### config.mk
export PLATFORM = sky130hd
export DESIGN_NAME = load_store_unit_flat
export DESIGN_NICKNAME = d
export VERILOG_FILES = /design/src/rtl/load_store_unit_if.sv /design/src/rtl/load_store_unit.sv /design/src/flat_wrapper.sv
export SDC_FILE = /design/constraint.sdc
export NUM_CORES = 1
export LEC_CHECK = 0
export ABC_AREA = 1
export BUFFER_PORTS_ARGS = -buffer_cell sky130_fd_sc_hd__buf_2
export CORE_ASPECT_RATIO = 2
export CORE_MARGIN = 1
export CORE_UTILIZATION = 50
export DETAILED_ROUTE_END_ITERATION = 12
export PLACE_DENSITY = 0.77
export SLEW_MARGIN = 5
export SYNTH_ARGS = -nofsm -noshare
export SYNTH_HDL_FRONTEND = slang
export SYNTH_SLANG_ARGS = --single-unit
### constraint.sdc
create_clock -name iCLK -period 3.7 [get_ports iCLK]
set_input_delay 0.74 -clock iCLK [delete_from_list [all_inputs] [get_ports iCLK]]
set_output_delay 0.74 -clock iCLK [all_outputs]
set_load 0.05 [all_outputs]
### src/rtl/load_store_unit_if.sv
// RAM-side bus of the load/store unit: one request/ack transaction per access.
// The master modport is the unit; the slave modport is the memory or a bench model.
interface load_store_unit_if #(
    parameter int ADDR_W = 32
);
    logic              oRAM_CE;
    logic              oRAM_RD;
    logic              oRAM_WR;
    logic [ADDR_W-1:0] oRAM_ADDR;
    logic [31:0]       oRAM_WDATA;
    logic [3:0]        oRAM_BE;
    logic [31:0]       iRAM_DATA;
    logic              iRAM_DONE;

    modport master (
        output oRAM_CE, oRAM_RD, oRAM_WR, oRAM_ADDR, oRAM_WDATA, oRAM_BE,
        input  iRAM_DATA, iRAM_DONE
    );

    modport slave (
        input  oRAM_CE, oRAM_RD, oRAM_WR, oRAM_ADDR, oRAM_WDATA, oRAM_BE,
        output iRAM_DATA, iRAM_DONE
    );
endinterface

### src/rtl/load_store_unit.sv
// RV32 load/store unit: IDLE -> REQ -> RESP, with byte lanes, sign handling and a RAM timeout.
// Optional macro LSU_MISALIGN_TRAP_EN makes misaligned half/word accesses fail instead of being aligned down.
module load_store_unit #(
    parameter int ADDR_W  = 32,
    parameter int TIMEOUT = 16
) (
    input  logic        iCLK,
    input  logic        iRST,
    input  logic        iSTART,
    input  logic [31:0] iIR,
    input  logic [31:0] iREG_OUT1,
    input  logic [31:0] iREG_OUT2,
    output logic        oBUSY,
    output logic        oDONE,
    output logic        oERR,
    output logic        oREG_WE,
    output logic [4:0]  oRD,
    output logic [31:0] oREG_IN,
    load_store_unit_if.master ram
);
    typedef enum logic [1:0] {IDLE, REQ, RESP} state_t;

    state_t            state_q, state_d;
    logic [7:0]        cnt_q, cnt_d;
    logic [4:0]        rd_q, rd_d;
    logic [2:0]        f3_q, f3_d;
    logic              store_q, store_d;
    logic              err_q, err_d;
    logic [ADDR_W-1:0] addr_q, addr_d;
    logic [1:0]        off_q, off_d;
    logic [3:0]        be_q, be_d;
    logic [31:0]       wdata_q, wdata_d;
    logic [31:0]       rdata_q, rdata_d;

    logic        is_ld, is_st, f3_ok, misaligned, trap;
    logic [2:0]  f3;
    logic [1:0]  size, a_lo, off;
    logic [31:0] imm, ea, lane;
    logic        unused_bits;

    assign is_ld = (iIR[6:0] == 7'b0000011);
    assign is_st = (iIR[6:0] == 7'b0100011);
    assign f3    = iIR[14:12];
    assign size  = f3[1:0];
    assign imm   = is_st ? {{20{iIR[31]}}, iIR[31:25], iIR[11:7]}
                         : {{20{iIR[31]}}, iIR[31:20]};
    assign ea    = iREG_OUT1 + imm;
    assign a_lo  = ea[1:0];
    assign f3_ok = is_ld ? (f3 != 3'd3 && f3 != 3'd6 && f3 != 3'd7) : (f3 < 3'd3);
    assign misaligned = (size == 2'd1 && a_lo[0]) || (size == 2'd2 && a_lo != 2'd0);
    assign unused_bits = ^{iIR[19:15], ea};

`ifdef LSU_MISALIGN_TRAP_EN
    assign trap = misaligned;
    assign off  = a_lo;
`else
    assign trap = 1'b0;
    // Misaligned accesses silently drop the offending low address bits.
    assign off  = (size == 2'd2) ? 2'd0 : (size == 2'd1) ? {a_lo[1], 1'b0} : a_lo;
`endif

    always_ff @(posedge iCLK) begin
        if (iRST) begin
            state_q <= IDLE;
            cnt_q   <= '0;
            rd_q    <= '0;
            f3_q    <= '0;
            store_q <= 1'b0;
            err_q   <= 1'b0;
            addr_q  <= '0;
            off_q   <= '0;
            be_q    <= '0;
            wdata_q <= '0;
            rdata_q <= '0;
        end else begin
            state_q <= state_d;
            cnt_q   <= cnt_d;
            rd_q    <= rd_d;
            f3_q    <= f3_d;
            store_q <= store_d;
            err_q   <= err_d;
            addr_q  <= addr_d;
            off_q   <= off_d;
            be_q    <= be_d;
            wdata_q <= wdata_d;
            rdata_q <= rdata_d;
        end
    end

    always_comb begin
        state_d = state_q;
        cnt_d   = cnt_q;
        rd_d    = rd_q;
        f3_d    = f3_q;
        store_d = store_q;
        err_d   = err_q;
        addr_d  = addr_q;
        off_d   = off_q;
        be_d    = be_q;
        wdata_d = wdata_q;
        rdata_d = rdata_q;
        case (state_q)
            IDLE: begin
                if (iSTART && (is_ld || is_st)) begin
                    rd_d    = iIR[11:7];
                    f3_d    = f3;
                    store_d = is_st;
                    addr_d  = {ea[ADDR_W-1:2], 2'b00};
                    off_d   = off;
                    cnt_d   = '0;
                    err_d   = 1'b0;
                    case (size)
                        2'd0:    begin be_d = 4'b0001 << off; wdata_d = {4{iREG_OUT2[7:0]}};  end
                        2'd1:    begin be_d = 4'b0011 << off; wdata_d = {2{iREG_OUT2[15:0]}}; end
                        default: begin be_d = 4'b1111;        wdata_d = iREG_OUT2;            end
                    endcase
                    if (!f3_ok || trap) begin
                        err_d   = 1'b1;
                        state_d = RESP;
                    end else begin
                        state_d = REQ;
                    end
                end
            end
            REQ: begin
                if (ram.iRAM_DONE) begin
                    rdata_d = ram.iRAM_DATA;
                    state_d = RESP;
                end else if (cnt_q == 8'(TIMEOUT - 1)) begin
                    err_d   = 1'b1;
                    state_d = RESP;
                end else begin
                    cnt_d = cnt_q + 8'd1;
                end
            end
            RESP:    state_d = IDLE;
            default: state_d = IDLE;
        endcase
    end

    assign lane = rdata_q >> {off_q, 3'b000};

    always_comb begin
        case (f3_q)
            3'd0:    oREG_IN = {{24{lane[7]}}, lane[7:0]};
            3'd1:    oREG_IN = {{16{lane[15]}}, lane[15:0]};
            3'd2:    oREG_IN = rdata_q;
            3'd4:    oREG_IN = {24'd0, lane[7:0]};
            3'd5:    oREG_IN = {16'd0, lane[15:0]};
            default: oREG_IN = '0;
        endcase
    end

    assign oBUSY   = (state_q != IDLE);
    assign oDONE   = (state_q == RESP);
    assign oERR    = oDONE && err_q;
    assign oREG_WE = oDONE && !err_q && !store_q && (rd_q != 5'd0);
    assign oRD     = rd_q;

    assign ram.oRAM_CE    = (state_q == REQ);
    assign ram.oRAM_RD    = ram.oRAM_CE && !store_q;
    assign ram.oRAM_WR    = ram.oRAM_CE && store_q;
    assign ram.oRAM_ADDR  = ram.oRAM_CE ? addr_q : '0;
    assign ram.oRAM_BE    = ram.oRAM_CE ? be_q : '0;
    assign ram.oRAM_WDATA = ram.oRAM_CE ? wdata_q : '0;
endmodule
### src/flat_wrapper.sv
// flat-port wrapper written by rule: the top's interface ports become plain ports
module load_store_unit_flat 
#(
    parameter int ADDR_W  = 32,
    parameter int TIMEOUT = 16
)
  (iCLK, iRST, iSTART, iIR, iREG_OUT1, iREG_OUT2, oBUSY, oDONE, oERR, oREG_WE, oRD, oREG_IN, ram_oRAM_CE, ram_oRAM_RD, ram_oRAM_WR, ram_oRAM_ADDR, ram_oRAM_WDATA, ram_oRAM_BE, ram_iRAM_DATA, ram_iRAM_DONE);
  load_store_unit_if #(.ADDR_W(ADDR_W)) ram_i ();
  input  logic iCLK;
  input  logic iRST;
  input  logic iSTART;
  input  logic [31:0] iIR;
  input  logic [31:0] iREG_OUT1;
  input  logic [31:0] iREG_OUT2;
  output logic oBUSY;
  output logic oDONE;
  output logic oERR;
  output logic oREG_WE;
  output logic [4:0] oRD;
  output logic [31:0] oREG_IN;
  output wire logic [$bits(ram_i.oRAM_CE)-1:0] ram_oRAM_CE;
  output wire logic [$bits(ram_i.oRAM_RD)-1:0] ram_oRAM_RD;
  output wire logic [$bits(ram_i.oRAM_WR)-1:0] ram_oRAM_WR;
  output wire logic [$bits(ram_i.oRAM_ADDR)-1:0] ram_oRAM_ADDR;
  output wire logic [$bits(ram_i.oRAM_WDATA)-1:0] ram_oRAM_WDATA;
  output wire logic [$bits(ram_i.oRAM_BE)-1:0] ram_oRAM_BE;
  input wire logic [$bits(ram_i.iRAM_DATA)-1:0] ram_iRAM_DATA;
  input wire logic [$bits(ram_i.iRAM_DONE)-1:0] ram_iRAM_DONE;
  assign ram_oRAM_CE = ram_i.oRAM_CE;
  assign ram_oRAM_RD = ram_i.oRAM_RD;
  assign ram_oRAM_WR = ram_i.oRAM_WR;
  assign ram_oRAM_ADDR = ram_i.oRAM_ADDR;
  assign ram_oRAM_WDATA = ram_i.oRAM_WDATA;
  assign ram_oRAM_BE = ram_i.oRAM_BE;
  assign ram_i.iRAM_DATA = ram_iRAM_DATA;
  assign ram_i.iRAM_DONE = ram_iRAM_DONE;
  load_store_unit #(.ADDR_W(ADDR_W), .TIMEOUT(TIMEOUT)) u_core (.iCLK(iCLK), .iRST(iRST), .iSTART(iSTART), .iIR(iIR), .iREG_OUT1(iREG_OUT1), .iREG_OUT2(iREG_OUT2), .oBUSY(oBUSY), .oDONE(oDONE), .oERR(oERR), .oREG_WE(oREG_WE), .oRD(oRD), .oREG_IN(oREG_IN), .ram(ram_i));
endmodule
==> Yosys cells after proc, flatten, opt, wreduce, memory -nomap -nowiden <==
Index checks and enable logic that the tools add are counted.
{ "op_classes": {"n_div": 0, "n_reduce_logical": 23, "mux": 24, "n_eq_ne": 19, "n_bitwise": 0, "order_cmp": 1, "shift": 3, "add_sub_neg": 2, "n_mul": 0} }
{ "ops": {"columns": ["cell", "count"], "rows": [
  ["$pmux W32 S5", 1],
  ["$mux W32", 2],
  ["$pmux W32 S2", 1],
  ["$add A32 B32 Y32", 1],
  ["$shr A32 B5 Y16", 1],
  ["$mux W8", 3],
  ["$pmux W8 S2", 1],
  ["$mux W2", 5],
  ["$logic_and A1 B1 Y1", 9],
  ["$ne A3 B3 Y1 const B", 3],
  ["$add A8 B1 Y8 const B", 1],
  ["$eq A8 B4 Y1 const B", 1],
  ["$pmux W4 S2", 1],
  ["$reduce_and A4 Y1", 2],
  ["$eq A7 B2 Y1 const B", 1],
  ["$eq A7 B6 Y1 const B", 1],
  ["$eq A3 B3 Y1 const B", 2],
  ["$mux W1", 6],
  ["$ne A2 B2 Y1 const B", 3],
  ["$reduce_and A2 Y1", 3],
  ["$mux W5", 1],
  ["$reduce_bool A5 Y1", 1],
  ["$eq A2 B1 Y1 const B", 2],
  ["$eq A2 B2 Y1 const B", 2],
  ["15 further kinds", 18]
]} }
{ "word_totals": {"mem_count": 0, "ram_bits": 0, "romBits": 0, "out_inout_bits": 112, "latch_bits": 0, "reg_bits": 120, "input_bits": 132} }

==> Longest topological paths before layout <==
Gate-level depths: netlist (run 1).
{ "logic_depth": {"word_depth": 7, "ltp_mapped": 19, "ltp_nobuf": 18} }

==> Least setup slack after synthesis (run 1) <==
OpenSTA, ideal clock, no wires.
{ "synth_timing": {"kind": "register -> output", "start": "register u_core.f3_q[1]", "end": "output oREG_IN[0]", "t_arrival_ps": 2157, "stages_incl_launch_ff": 6, "setup_slack_ps": 803, "path_buffers": 1, "cell_sequence": "dfxtp_1 -> inv_1 -> nor3_2 -> inv_1 -> clkbuf_1 -> o21ai_0"} }
{ "synth_via": {"elab_chain_len": 2, "word_cells_on_any_way": 6, "cone_classes": "eq/ne (4); mux (1); reduce/logical (1)"} }
{ "synth_lines": {"columns": ["item", "line_no", "text"], "rows": [
  ["start: declaration", "load_store_unit.sv:26", "logic [2:0] f3_q, f3_d;"],
  ["start signal: assignment", "load_store_unit.sv:67", "f3_q <= '0;"],
  ["start signal: assignment", "load_store_unit.sv:79", "f3_q <= f3_d;"],
  ["$eq A3 B3 Y1, or another cell as far along", "load_store_unit.sv:144", "case (f3_q)"],
  ["$pmux W32 S5 (*)", "load_store_unit.sv:144", null],
  ["end: declaration", "flat_wrapper.sv:20", "output logic [31:0] oREG_IN;"]
]} }
Mark *: on every way between the ends. The rest lies on a longest branch, timed or not.

==> Worst setup path after layout (run 1) <==
Ends and elaborated chain as after synthesis.

==> results.txt, run 1 <==
The run gives 2 as the buffer levels on the longest clock path. The worst pin sits at a relative slew slack of 40.01%. The switching part of the total power was 27.44%; the final HPWL from detailed placement was 22370 µm. The detailed router finished its first iteration with 534 violations.

The placeable core area was 16350 µm². The largest fanout on the critical path is 24, and the proportion of synthesized chip area in sequential cells is 28.65%. For this run, asynchronously set or reset flops after synthesis account for 0%. The class of the tightest hold or removal check was register to register. The clock network burns 47.5% of the power. Ranked by instance count, the synthesized netlist is headed by nand2_1 (315), inv_1 (262), nor2_1 (159), dfxtp_1 (120), a21oi_1 (116). The tools report the register-to-register setup slack as 1.26 ns.

Yosys mapped the design onto 45 distinct sky130hd cell types. Transition time at the pin with the least slew margin: 0.8986 ns. Setup violations remaining at the end of the flow were counted as 0. Number of global-route vias before repair: 9186.

The run gives 120 as the sink count of the clock tree. The standard-cell row count is 66, and the post-route clock period utilization is 92.11%. Depth of the most critical reg-to-reg path: 7. The endpoint identified for the worst register-to-register timing path is u_core.rdata_q[1]$_SDFFE_PP0P_. The tools report the total congestion overflow as 0. In the final design database the tool counted 1747 nets. Setup repair after global routing left no endpoint under its margin. The startpoint identified for the worst register-to-register timing path is u_core.state_q[1]$_SDFFE_PP0P_. The die height is 185.1 µm, and the number of H-tree levels is 4. The area overhead of the layout relative to synthesis was 22.43%; the flop and latch count out of synthesis was 120.

The number of hold violations in the final report came out at 0. The kind of end point of the critical path is an output port. At the worst endpoint, the arrival time is 2.67 ns.

The clock reaches the later pin of the worst-skew pair after 0.43 ns. Of all cell types, the one taking the most synthesized area is dfxtp_1. The count of antenna-violating nets left after detailed routing was 0. The mapped netlist covers 8384 µm².

In this design, the critical path's most frequently occurring cell is inv_1. Max-cap violations in this run came to 0. The die covers 17320 µm².

The setup path with the least slack is of type register to output port. Among all cell types in the netlist, the one instantiated most often is nand2_1. Per report_power, the combinational group accounts for 16.3% of the total. On the final layout, the worst hold slack is 0.4675 ns.

The quantity of I/O buffers inserted on ports is 236. At the placement stage, the worst setup path has a slack of 0.1935 ns. The design draws 3.591 mW. The final count of pins violating max slew is 0, and the worst voltage drop across the vdd grid is 0.0002640 V.

The post-synthesis cell count is 1368. For the post-route setup TNS, the log shows 0 ns. The mean number of vias per cell was 5.300; the placer congestion estimate was 1.002. Data on the critical path is required at its endpoint by 2.96 ns. The run gives 0 as the total number of yosys warnings. The root buffer selected by CTS is clkbuf_16. The routed design has 29320 µm of wire. Summed over all cells, the static leakage comes to 5.208 nW.

The area used by multi-input combinational logic was 4697 µm²; the peak clock frequency supported by timing was 293.4 MHz. After clock tree synthesis, the clock-pin slew on the worst setup and hold paths is 0.05 ns. The hold path startpoint was u_core.err_q$_SDFFE_PP0P_.

The largest single stage delay on the critical path is 0.53 ns. The run gives 36.2% as the register share of total power. The run gives 34.32% as the overall routing resource usage. Pin placement for this block handled 244 I/O pins.

Subtracting the final worst setup slack from the clock period gives 3.408 ns. Walking the worst path, the cells encountered are inv_1 -> nor3_2 -> inv_1 -> o21ai_0 -> buf_2. Counting flops with a built-in enable in the synthesized netlist gives 0.

The number of iterations in the first detailed-routing pass was 5; the count of vias placed by the detailed router was 9535. TritonCTS built the clock tree. In this run the power density over the cells is 349.9 nW/µm².

In the synthesized netlist the dominant register cell turns out to be dfxtp_1. The first global-routing pass estimated 45010 µm of wire. The run gives 2 as the number of antenna violations at the first check in global routing. Ranked by total cell area, the synthesized netlist is headed by dfxtp_1 (29%), nand2_1 (14%), inv_1 (12%), nor2_1 (7.1%), a21oi_1 (6.9%). Category of the worst setup path launch point: a register. The cell at the slowest stage of the critical path was nor3_2. For the post-route clock skew, the log shows 0.009734 ns. The path with the worst hold slack has its endpoint at u_core.err_q$_SDFFE_PP0P_. The synthesized design devotes to its leading area cell type 28.65% of total area.

The maximum number of pins on one net before global-route repair was 65. The hold-critical path depth is 2. Buffers inserted during clock tree synthesis total 17. The chip width was 93.57 µm; the detail-routed net length per standard cell was 16.30 µm.

The initial utilization of the core area, before any placement, comes to 51.28%. The fraction of final layout cells sized beyond drive strength 1 works out to 20.33%. The mean area per synthesized cell is 6.129 µm². The number of hold buffers added after CTS was 0. The run finished with clean final reports. The tools report the start point of the critical path as u_core.f3_q[1]$_SDFFE_PP0P_.

The internal portion of the total power is 2.606 mW. The tools report the number of filler instances in the final layout as 1661. The tools report the DRC violations left as 0. The analysis attributes to net switching a power of 0.9853 mW. Across the whole layout, storage elements account for 2405 µm².

Once routing completed, OpenROAD measured the worst setup slack at 0.2920 ns.
## power by group through the flow
stage	registers, mW	logic [mW]	clock network (mW)
floorplan	1.33	0.384	0
global route	1.30	0.650	1.77
global placement	1.33	0.567	0
finish	1.30	0.585	1.70
CTS	1.30	0.578	1.71
detailed placement	1.33	0.575	0
## flip-flops by register name (all words and copies together) (netlist names)
register	cells
u_core.cnt_q	8
u_core.addr_q	30
u_core.store_q	1
u_core.be_q	4
u_core.off_q	2
u_core.wdata_q	32
u_core.f3_q	3
u_core.state_q	2
u_core.oRD	5
u_core.err_q	1
u_core.rdata_q	32
## layer usage
layer  track usage, %  up-vias  wire, µm
met3            8.292      106      1820
met4            24.31        0      2091
met5                0        -         0
li1                 -     4754         -
met2            63.97      358     15300
met1            31.80     4317     10110
## cell type report
| type | instances | share of cell area, % |
|---|---|---|
| Tap cell | 204 | 2.487 |
| Clock buffer | 22 | 4.620 |
| Inverter | 269 | 9.837 |
| Clock inverter | 9 | 1.195 |
| Sequential cell | 120 | 23.43 |
| Timing Repair Buffer | 250 | 12.65 |
| Antenna cell | 1 | 0.02438 |
| Multi-Input combinational cell | 924 | 45.76 |
## critical path, delay by kind of cell, from the launching register on
kind / cells / cell delay [ns]
buffers and inverters: 3 / 1.04
and+or+nand+nor: 1 / 0.53
DFF: 1 / 0.34
AOI/OAI and AO/OA: 1 / 0.33
## cells in the final DEF, fill, tap and decap left out, types with 2 or more instances in the layout
| cell | instances |
|---|---|
| a21oi_1 | 116 |
| a221oi_1 | 4 |
| a22o_1 | 3 |
| a22oi_1 | 8 |
| a31oi_1 | 4 |
| buf_2 | 236 |
| buf_4 | 13 |
| bufinv_16 | 3 |
| clkbuf_1 | 2 |
| clkbuf_16 | 17 |
| clkbuf_8 | 3 |
| clkinv_1 | 2 |
| clkinv_2 | 5 |
| conb_1 | 2 |
| dfxtp_1 | 118 |
| dfxtp_2 | 2 |
| ha_1 | 32 |
| inv_1 | 262 |
| inv_2 | 5 |
| nand2_1 | 314 |
| nand3_1 | 61 |
| nand4_1 | 6 |
| nor2_1 | 159 |
| nor2_2 | 4 |
| nor2_4 | 2 |
| nor3_1 | 7 |
| o211ai_1 | 19 |
| o21a_1 | 5 |
| o21ai_0 | 95 |
| o21ai_1 | 17 |
| o21bai_1 | 3 |
| o22ai_1 | 13 |
| o22ai_2 | 20 |
| or2_1 | 2 |
| or2_2 | 6 |
| xnor2_1 | 6 |
| xor2_1 | 4 |
## timing repair
item,in CTS,in global routing
endpoints found under the setup margin,0,8
gates resized for setup,0,2
buffers inserted,0,0
## worst max-delay path by stage
| stage | to | slack, ns | cells past startpoint |
|---|---|---|---|
| final | oREG_IN[0] | 0.29 | 5 |
| after detailed placement | u_core.addr_q[21]$_SDFFE_PP0P_ | 0.19 | 19 |
| after CTS | oREG_IN[16] | 0.27 | 7 |
| after global routing | oREG_IN[0] | 0.12 | 5 |
| after floorplan | oREG_IN[0] | 0.80 | 5 |
| after global placement | u_core.addr_q[28]$_SDFFE_PP0P_ | 0.21 | 18 |
## per-stage QoR
| step | utilization [%] | cell area, µm² | cells |
|---|---|---|---|
| after floorplan | - | 8388 | 1369 |
| after global placement | 59.10 | 9663 | 1767 |
| after detailed placement | 59.10 | 9663 | 1767 |
| final | 62.78 | 10260 | 1799 |
| after CTS | 62.75 | 10260 | 1798 |
| after global routing | 62.78 | 10260 | 1799 |
## cell families after synthesis
| family | after synthesis | synth area share, % |
|---|---|---|
| AOI/OAI and AO/OA | 309 | 21.91 |
| DFF | 120 | 28.65 |
| other | 1 | 0.04473 |
| buffers and inverters | 325 | 15.40 |
| and+or+nand+nor | 570 | 27.94 |
| xor gates and xnor gates | 10 | 1.045 |
| adders and majority gates | 33 | 5.014 |
Power figures use the tool's default switching activity.
==> inputs of run 2 (changes only) <==
CORE_ASPECT_RATIO = 0.6   (was 2)
==> run 2 against run 1 <==
Critical path depth up 3; sequential power about the same; combinational power up 1%; register-to-register slack better by 0.06 ns; clock skew down 0.0011 ns; power up 0.85%; critical path type unchanged; global-route usage down 2.6 points; flip-flop and latch count unchanged; clock power about the same; hold slack worse by 0.0041 ns.
==> results.txt, run 2 (synthesized netlist as in run 1, its figures left out) <==
The run finished with clean final reports. The worst slew slack as a fraction of its limit was 46.68% (+6.7 points). The run gives 0 (unchanged) as the count of antenna-violating nets left after detailed routing.

The largest registers in the layout are u_core.rdata_q: 32 flops, u_core.wdata_q: 32 flops, u_core.addr_q: 30 flops. The worst slack after detailed placement was 0.2860 ns (+0.09249 ns). The first-pass GRT wire length came out at 42530 µm (-5.5%). The placer congestion estimate is 1.000 (-0.15%). Number of design-rule violations left by the first detailed-router iteration: 1162 (+120%). Leaving out fill and tap cells, the most frequent cell in the layout is nand2_1.

The tools report the overall routing resource usage as 31.76% (-2.6 points). The post-route clock skew is 0.008631 ns (-0.001103 ns). The DRC violations left was 0 (unchanged). The start point of the critical path was u_core.off_q[0]$_SDFFE_PP0P_. The number of buffers created by CTS was 17 (unchanged).

Number of iterations in the first detailed-routing pass: 6 (+1). The tools report the post-layout total power as 3.622 mW (+0.85%). Initial core utilization: 51.42% (+0.14 points). The type of the worst setup path is register to output port.

The final critical-path required period is 3.217 ns (-0.1908 ns). The worst setup slack after layout came out at 0.4828 ns (+0.1908 ns). Kind of end point of the critical path: an output port.

The tree is rooted in a clkbuf_16. The area growth from synthesis to layout is 23.00%. The die height is 102.3 µm (-45%), and the cell area after placement is 9706 µm² (+0.44%). Area of the die: 17310 µm² (about the same). The library cells used most frequently in the layout, excluding fill and tap cells, are nand2_1 (314), inv_1 (262), buf_2 (236), nor2_1 (159), dfxtp_1 (120).

The number of antenna violations at the first check in global routing was 0 (-2). The run gives 48 (-26%) as the maximum number of pins on one net before global-route repair. The tools report the number of maximum-capacitance constraint violations as 0 (unchanged).

The tools report the number of gates resized after cts as 0 (unchanged). TritonCTS built the clock tree. Setup repair after global routing left no endpoint under its margin.

The worst voltage drop across the vdd grid is 0.0002710 V (+2.7%), and the total power divided by cell area is 351.2 nW/µm² (+0.39%). The chip width works out to 169.2 µm (+81%). The run gives 0 (unchanged) as the buffer count from post-CTS setup fixing. For the worst path required time, the log shows 2.96 ns (about the same). The number of buffers inserted by hold repair at cts is 0 (unchanged), and the area of all placed cells without fillers is 10310 µm² (+0.46%).

The transition time at the pin with the least slew margin is 0.7986 ns (-0.09993 ns). The detail-routed net length per standard cell works out to 15.55 µm (-4.6%). The final count of pins violating max slew is 0 (unchanged). The peak clock frequency supported by timing is 310.8 MHz (+5.9%). The total routed wirelength was 28340 µm (-3.3%); the mean number of vias per cell was 5.202 (-1.9%). The number of global-route vias before repair was 7924 (-14%).

The logs give 0 (unchanged) for the total congestion overflow and 0.41 ns (-0.02 ns) for the insertion delay of the later-clocked pin in the worst-skew pair. The tools report the standard-cell row count as 36 (-45%). The fraction of final layout cells sized beyond drive strength 1 works out to 20.38% (+0.050 points). The tools report the post-route setup TNS as 0 ns (unchanged). The tools report the worst-case hold slack as 0.4633 ns (-0.004109 ns).

The tools report the total setup violations reported at the end of the flow as 0 (unchanged). The logs give 5.216 nW (+0.15%) for the leakage power summed over all cells and 4 (unchanged) for the number of H-tree levels. The clock transition at the register clock pins on the worst setup and hold paths after CTS came out at 0.06 ns (about the same). The quantity of I/O buffers inserted on ports is 236 (unchanged). Class of the tightest hold or removal check: register to register.

The worst hold path begins at u_core.rdata_q[1]$_SDFFE_PP0P_. For the antenna cell count, the log shows 0 (-1). The post-route clock period utilization was 86.95% (-5.2 points); the placeable core area was 16310 µm² (-0.28%). The final HPWL from detailed placement is 21680 µm (-3.1%), and the sink count of the clock tree is 120 (unchanged). The count of vias placed by the detailed router was 9483 (-0.55%); the buffer levels on the longest clock path was 2 (unchanged). STA classifies the critical path startpoint as a register. Total I/O pin count: 244 (unchanged). The data arrival time of the critical path is 2.48 ns (-0.19 ns), and the largest fanout on the critical path is 19 (-21%). The worst register-to-register path begins at u_core.state_q[1]$_SDFFE_PP0P_.

For the final-stage net count, the log shows 1747 (unchanged). Number of hold violations in the final report: 0 (unchanged).
run 2: cell types whose count changed in the layout (fill, tap and decap cells not counted):
cell | previous run | this run
bufinv_16 | 3 | 2
clkbuf_8 | 3 | 0
diode_2 | 1 | 0
buf_12 | 1 | 2
clkinv_4 | 0 | 1
clkinv_2 | 5 | 1
dfxtp_2 | 2 | 0
clkbuf_1 | 2 | 0
inv_6 | 0 | 5
dfxtp_1 | 118 | 120
buf_4 | 13 | 12
inv_8 | 0 | 5
run 2: worst max-delay path, cell delays in order, from the launching register on:
cell      delay, ns
dfxtp_1        0.33
buf_4          0.23
nand2_1        0.07
o21ai_0        0.08
a22oi_1        0.12
nor3_1         0.23
nand2_1        0.41
o211ai_1       0.28
buf_2          0.32
run 2: worst paths after layout:
path | end | slack [ns] | cells after the start
setup / recovery | oREG_IN[22] | 0.48 | 8
hold / removal | u_core.rdata_q[1]$_SDFFE_PP0P_ | 0.46 | 2
setup reg to reg | u_core.rdata_q[6]$_SDFFE_PP0P_ | 1.32 | 7
hold reg to reg | u_core.rdata_q[1]$_SDFFE_PP0P_ | 0.46 | 2
run 2: final cells by class:
| type | count | area (µm²) |
|---|---|---|
| clock buffers | 17 | 425.4 |
| clock inverters | 15 | 181.4 |
| fillers | 1587 | 5993 |
| inverters | 269 | 1010 |
| multi-input cells | 924 | 4697 |
| flip-flops and latches | 120 | 2402 |
| well taps | 228 | 285.3 |
| repair buffers | 250 | 1311 |
run 2: metrics by stage:
step                      std cells  utilization, %
after floorplan                1369               -
after global placement         1791           59.52
after detailed placement       1791           59.52
after CTS                      1823           63.24
after global routing           1823           63.24
final                          1823           63.24
run 2: layer usage:
metal / share of wire, % / GRT usage (%) / routed length (µm) / up-vias
met2: 40 / 44.06 / 11310 / 470
li1: - / - / - / 4762
met5: 0 / 0 / 0 / -
met4: 0.78 / 6.514 / 221 / 0
met1: 49 / 49.30 / 14030 / 4227
met3: 9.8 / 6.584 / 2778 / 24
run 2: power by group:
part           switching [mW]  internal [mW]
combinational           0.387          0.206
sequential            0.00231           1.30
clock                   0.703           1.03
==> inputs of run 3 (changes only) <==
PLACE_DENSITY = 0.74   (was 0.77)
==> run 3 against run 2 <==
Sequential share of layout area increased by 0.13 points; die area stayed put; power down 1.6%; hold slack gained 0.0034 ns; count of clock-buffer cells in the layout did not move; combinational power about the same; critical path depth is 1 lower; routed wire length increased by 0.14%; fmax down 6.4%; non-clock buffer count shrank 1.
==> results.txt, run 3 (synthesized netlist as in run 1, its figures left out) <==
The flow ran to the end, and the final reports show no timing, DRC or antenna violations. The total power divided by cell area came out at 347.5 nW/µm² (-1.1%). The quantity of I/O buffers inserted on ports was 236 (unchanged).

The detail-routed net length per standard cell is 15.57 µm (+0.14%), and the final-stage net count is 1746 (-0.057%). The logs give 4 (unchanged) for the number of H-tree levels and 7848 (-0.96%) for the number of global-route vias before repair. The count of placed standard cells in the final layout, fillers left out was 1823 (unchanged); the chip width was 169.2 µm (unchanged). The library cell used most frequently in the layout, excluding fill and tap cells, is nand2_1.

The number of maximum-capacitance constraint violations is 0 (unchanged). The run gives 65 (+35%) as the maximum number of pins on one net before global-route repair. The DRC violations left came out at 0 (unchanged).

The number of antenna violations at the first check in global routing is 1 (+1). The buffer levels on the longest clock path is 2 (unchanged), and the die height is 102.3 µm (unchanged). The tools report the insertion delay of the later-clocked pin in the worst-skew pair as 0.42 ns (about the same). The overall routing resource usage came out at 31.80% (+0.045 points).

The worst path required time is 2.96 ns (about the same). For the number of iterations in the first detailed-routing pass, the log shows 6 (unchanged). The total I/O pin count was 244 (unchanged). The cell that appears most often on the critical path is nand2_1.

The post-route clock period utilization is 92.86% (+5.9 points). The peak clock frequency supported by timing came out at 291.1 MHz (-6.4%). STA classifies the critical path endpoint as an output port. In the final layout, the registers with the most flip-flops are u_core.rdata_q: 32 flops, u_core.wdata_q: 32 flops, u_core.addr_q: 30 flops. The number of hold violations in the final report was 0 (unchanged). The type of the worst setup path was register to output port. The min-delay analysis places its worst path in the category register to register. The post-placement cell count came out at 1790 (-0.056%).

The logs give 0 (unchanged) for the number of gates resized after cts and 42300 µm (-0.55%) for the first-pass GRT wire length. For the number of buffers created by CTS, the log shows 17 (unchanged). The placer congestion estimate was 1.020 (+2.0%); the clock transition at the register clock pins on the worst setup and hold paths after CTS was 0.07 ns (about the same). The initial core utilization is 51.42% (unchanged). The run gives 0.01048 ns (+0.001849 ns) as the post-route clock skew. Relative to the synthesized area, the layout overhead comes to 22.34%. The logs give 9535 (+0.55%) for the count of vias placed by the detailed router and 0.4667 ns (+0.003378 ns) for the worst-case hold slack. The total congestion overflow was 0 (unchanged); the number of buffers inserted by hold repair at cts was 0 (unchanged). Setup repair after global routing left no endpoint under its margin. The delay contributed by the slowest stage of the critical path is 0.76 ns (+0.35 ns). The slowest stage of the critical path belongs to the cell dfxtp_1. The library cells used most frequently in the layout, excluding fill and tap cells, are nand2_1 (314), inv_1 (262), buf_2 (236), nor2_1 (159), dfxtp_1 (120).

The placeable core area was 16310 µm² (unchanged); the fraction of final layout cells sized beyond drive strength 1 was 20.33% (-0.050 points). The tools report the count of antenna-violating nets left after detailed routing as 0 (unchanged). The largest fanout on the critical path was 20 (+1); the final count of pins violating max slew was 0 (unchanged). For the worst slew slack as a fraction of its limit, the log shows 38.19% (-8.5 points). The sink count of the clock tree was 120 (unchanged).

The mean number of vias per cell was 5.230 (+0.55%); the final HPWL from detailed placement was 21520 µm (-0.72%). The tools report the total setup violations reported at the end of the flow as 0 (unchanged). The tools report the buffer count from post-CTS setup fixing as 0 (unchanged). The total routed wirelength came out at 28380 µm (+0.14%). The tree is rooted in a clkbuf_16. The final critical-path required period was 3.436 ns (+0.2185 ns). STA classifies the critical path startpoint as a register.

The area of the die was 17310 µm² (unchanged). The logs give 931 (-20%) for the number of design-rule violations left by the first detailed-router iteration and 36 (unchanged) for the standard-cell row count. The leakage power summed over all cells is 5.184 nW (-0.61%). TritonCTS built the clock tree.

The transition time at the pin with the least slew margin is 0.9272 ns (+0.1286 ns), and the number of filler instances in the final layout is 1607 (+1.3%). The post-route setup TNS is 0 ns (unchanged), and the area taken by flip-flops and latches is 2402 µm² (unchanged). The tools report the area used by multi-input combinational logic as 4697 µm² (unchanged). Traced cell by cell, the critical path runs through nand2_1 -> o21ai_0 -> a22oi_1 -> nor3_1 -> nand2_1 -> o211ai_1 -> buf_2.

The post-layout total power came out at 3.564 mW (-1.6%). The run gives 0.0002717 V (+0.27%) as the worst voltage drop across the vdd grid. The data arrival time of the critical path came out at 2.70 ns (+0.22 ns).
[run 3: area by class of cell]
class,instances,area share [%]
well taps,228,2.781
clock buffers,17,4.147
diodes,1,0.02440
multi-input cells,924,45.79
clock inverters,15,1.525
inverters,269,9.844
flip-flops and latches,120,23.42
repair buffers,249,12.47
[run 3: power by group]
group          leakage [nW]  internal, mW  switching [mW]
sequential            0.967          1.30         0.00260
clock                 0.283         0.954           0.717
combinational          3.93         0.205           0.389
[run 3: worst paths after layout]
kind / from / end / slack [ns] / cells past startpoint
max: u_core.off_q[0]$_SDFFE_PP0P_ / oREG_IN[27] / 0.26 / 7
min: u_core.addr_q[7]$_SDFFE_PP0P_ / u_core.addr_q[7]$_SDFFE_PP0P_ / 0.47 / 2
max reg2reg: u_core.state_q[1]$_SDFFE_PP0P_ / u_core.rdata_q[14]$_SDFFE_PP0P_ / 1.19 / 6
min reg2reg: u_core.addr_q[7]$_SDFFE_PP0P_ / u_core.addr_q[7]$_SDFFE_PP0P_ / 0.47 / 2
[run 3: critical path, delay by kind of cell, from the launching register on]
kind | cells | cell delay [ns]
buffers and inverters | 1 | 0.31
flip-flops | 1 | 0.76
AO/OA/AOI/OAI | 3 | 0.44
AND/OR/NAND/NOR | 3 | 0.76
[run 3: through the flow]
| stage | worst slack, ns | instance area (µm²) | util [%] |
|---|---|---|---|
| after floorplan | 0.8025 | 8388 | - |
| after detailed placement | 0.2661 | 9673 | 59.32 |
| after CTS | 0.3583 | 10250 | 62.89 |
| final | 0.2643 | 10260 | 62.91 |
| after global routing | 0.08737 | 10250 | 62.89 |
| after global placement | 0.3303 | 9673 | 59.32 |
[run 3: routing by layer]
| metal | GRT usage, % | wire length, µm | part of all wire, % |
|---|---|---|---|
| met5 | 0 | 0 | 0 |
| met4 | 7.415 | 346 | 1.2 |
| met3 | 7.320 | 2713 | 9.6 |
| met2 | 43.37 | 11040 | 39 |
| met1 | 49.28 | 14280 | 50 |
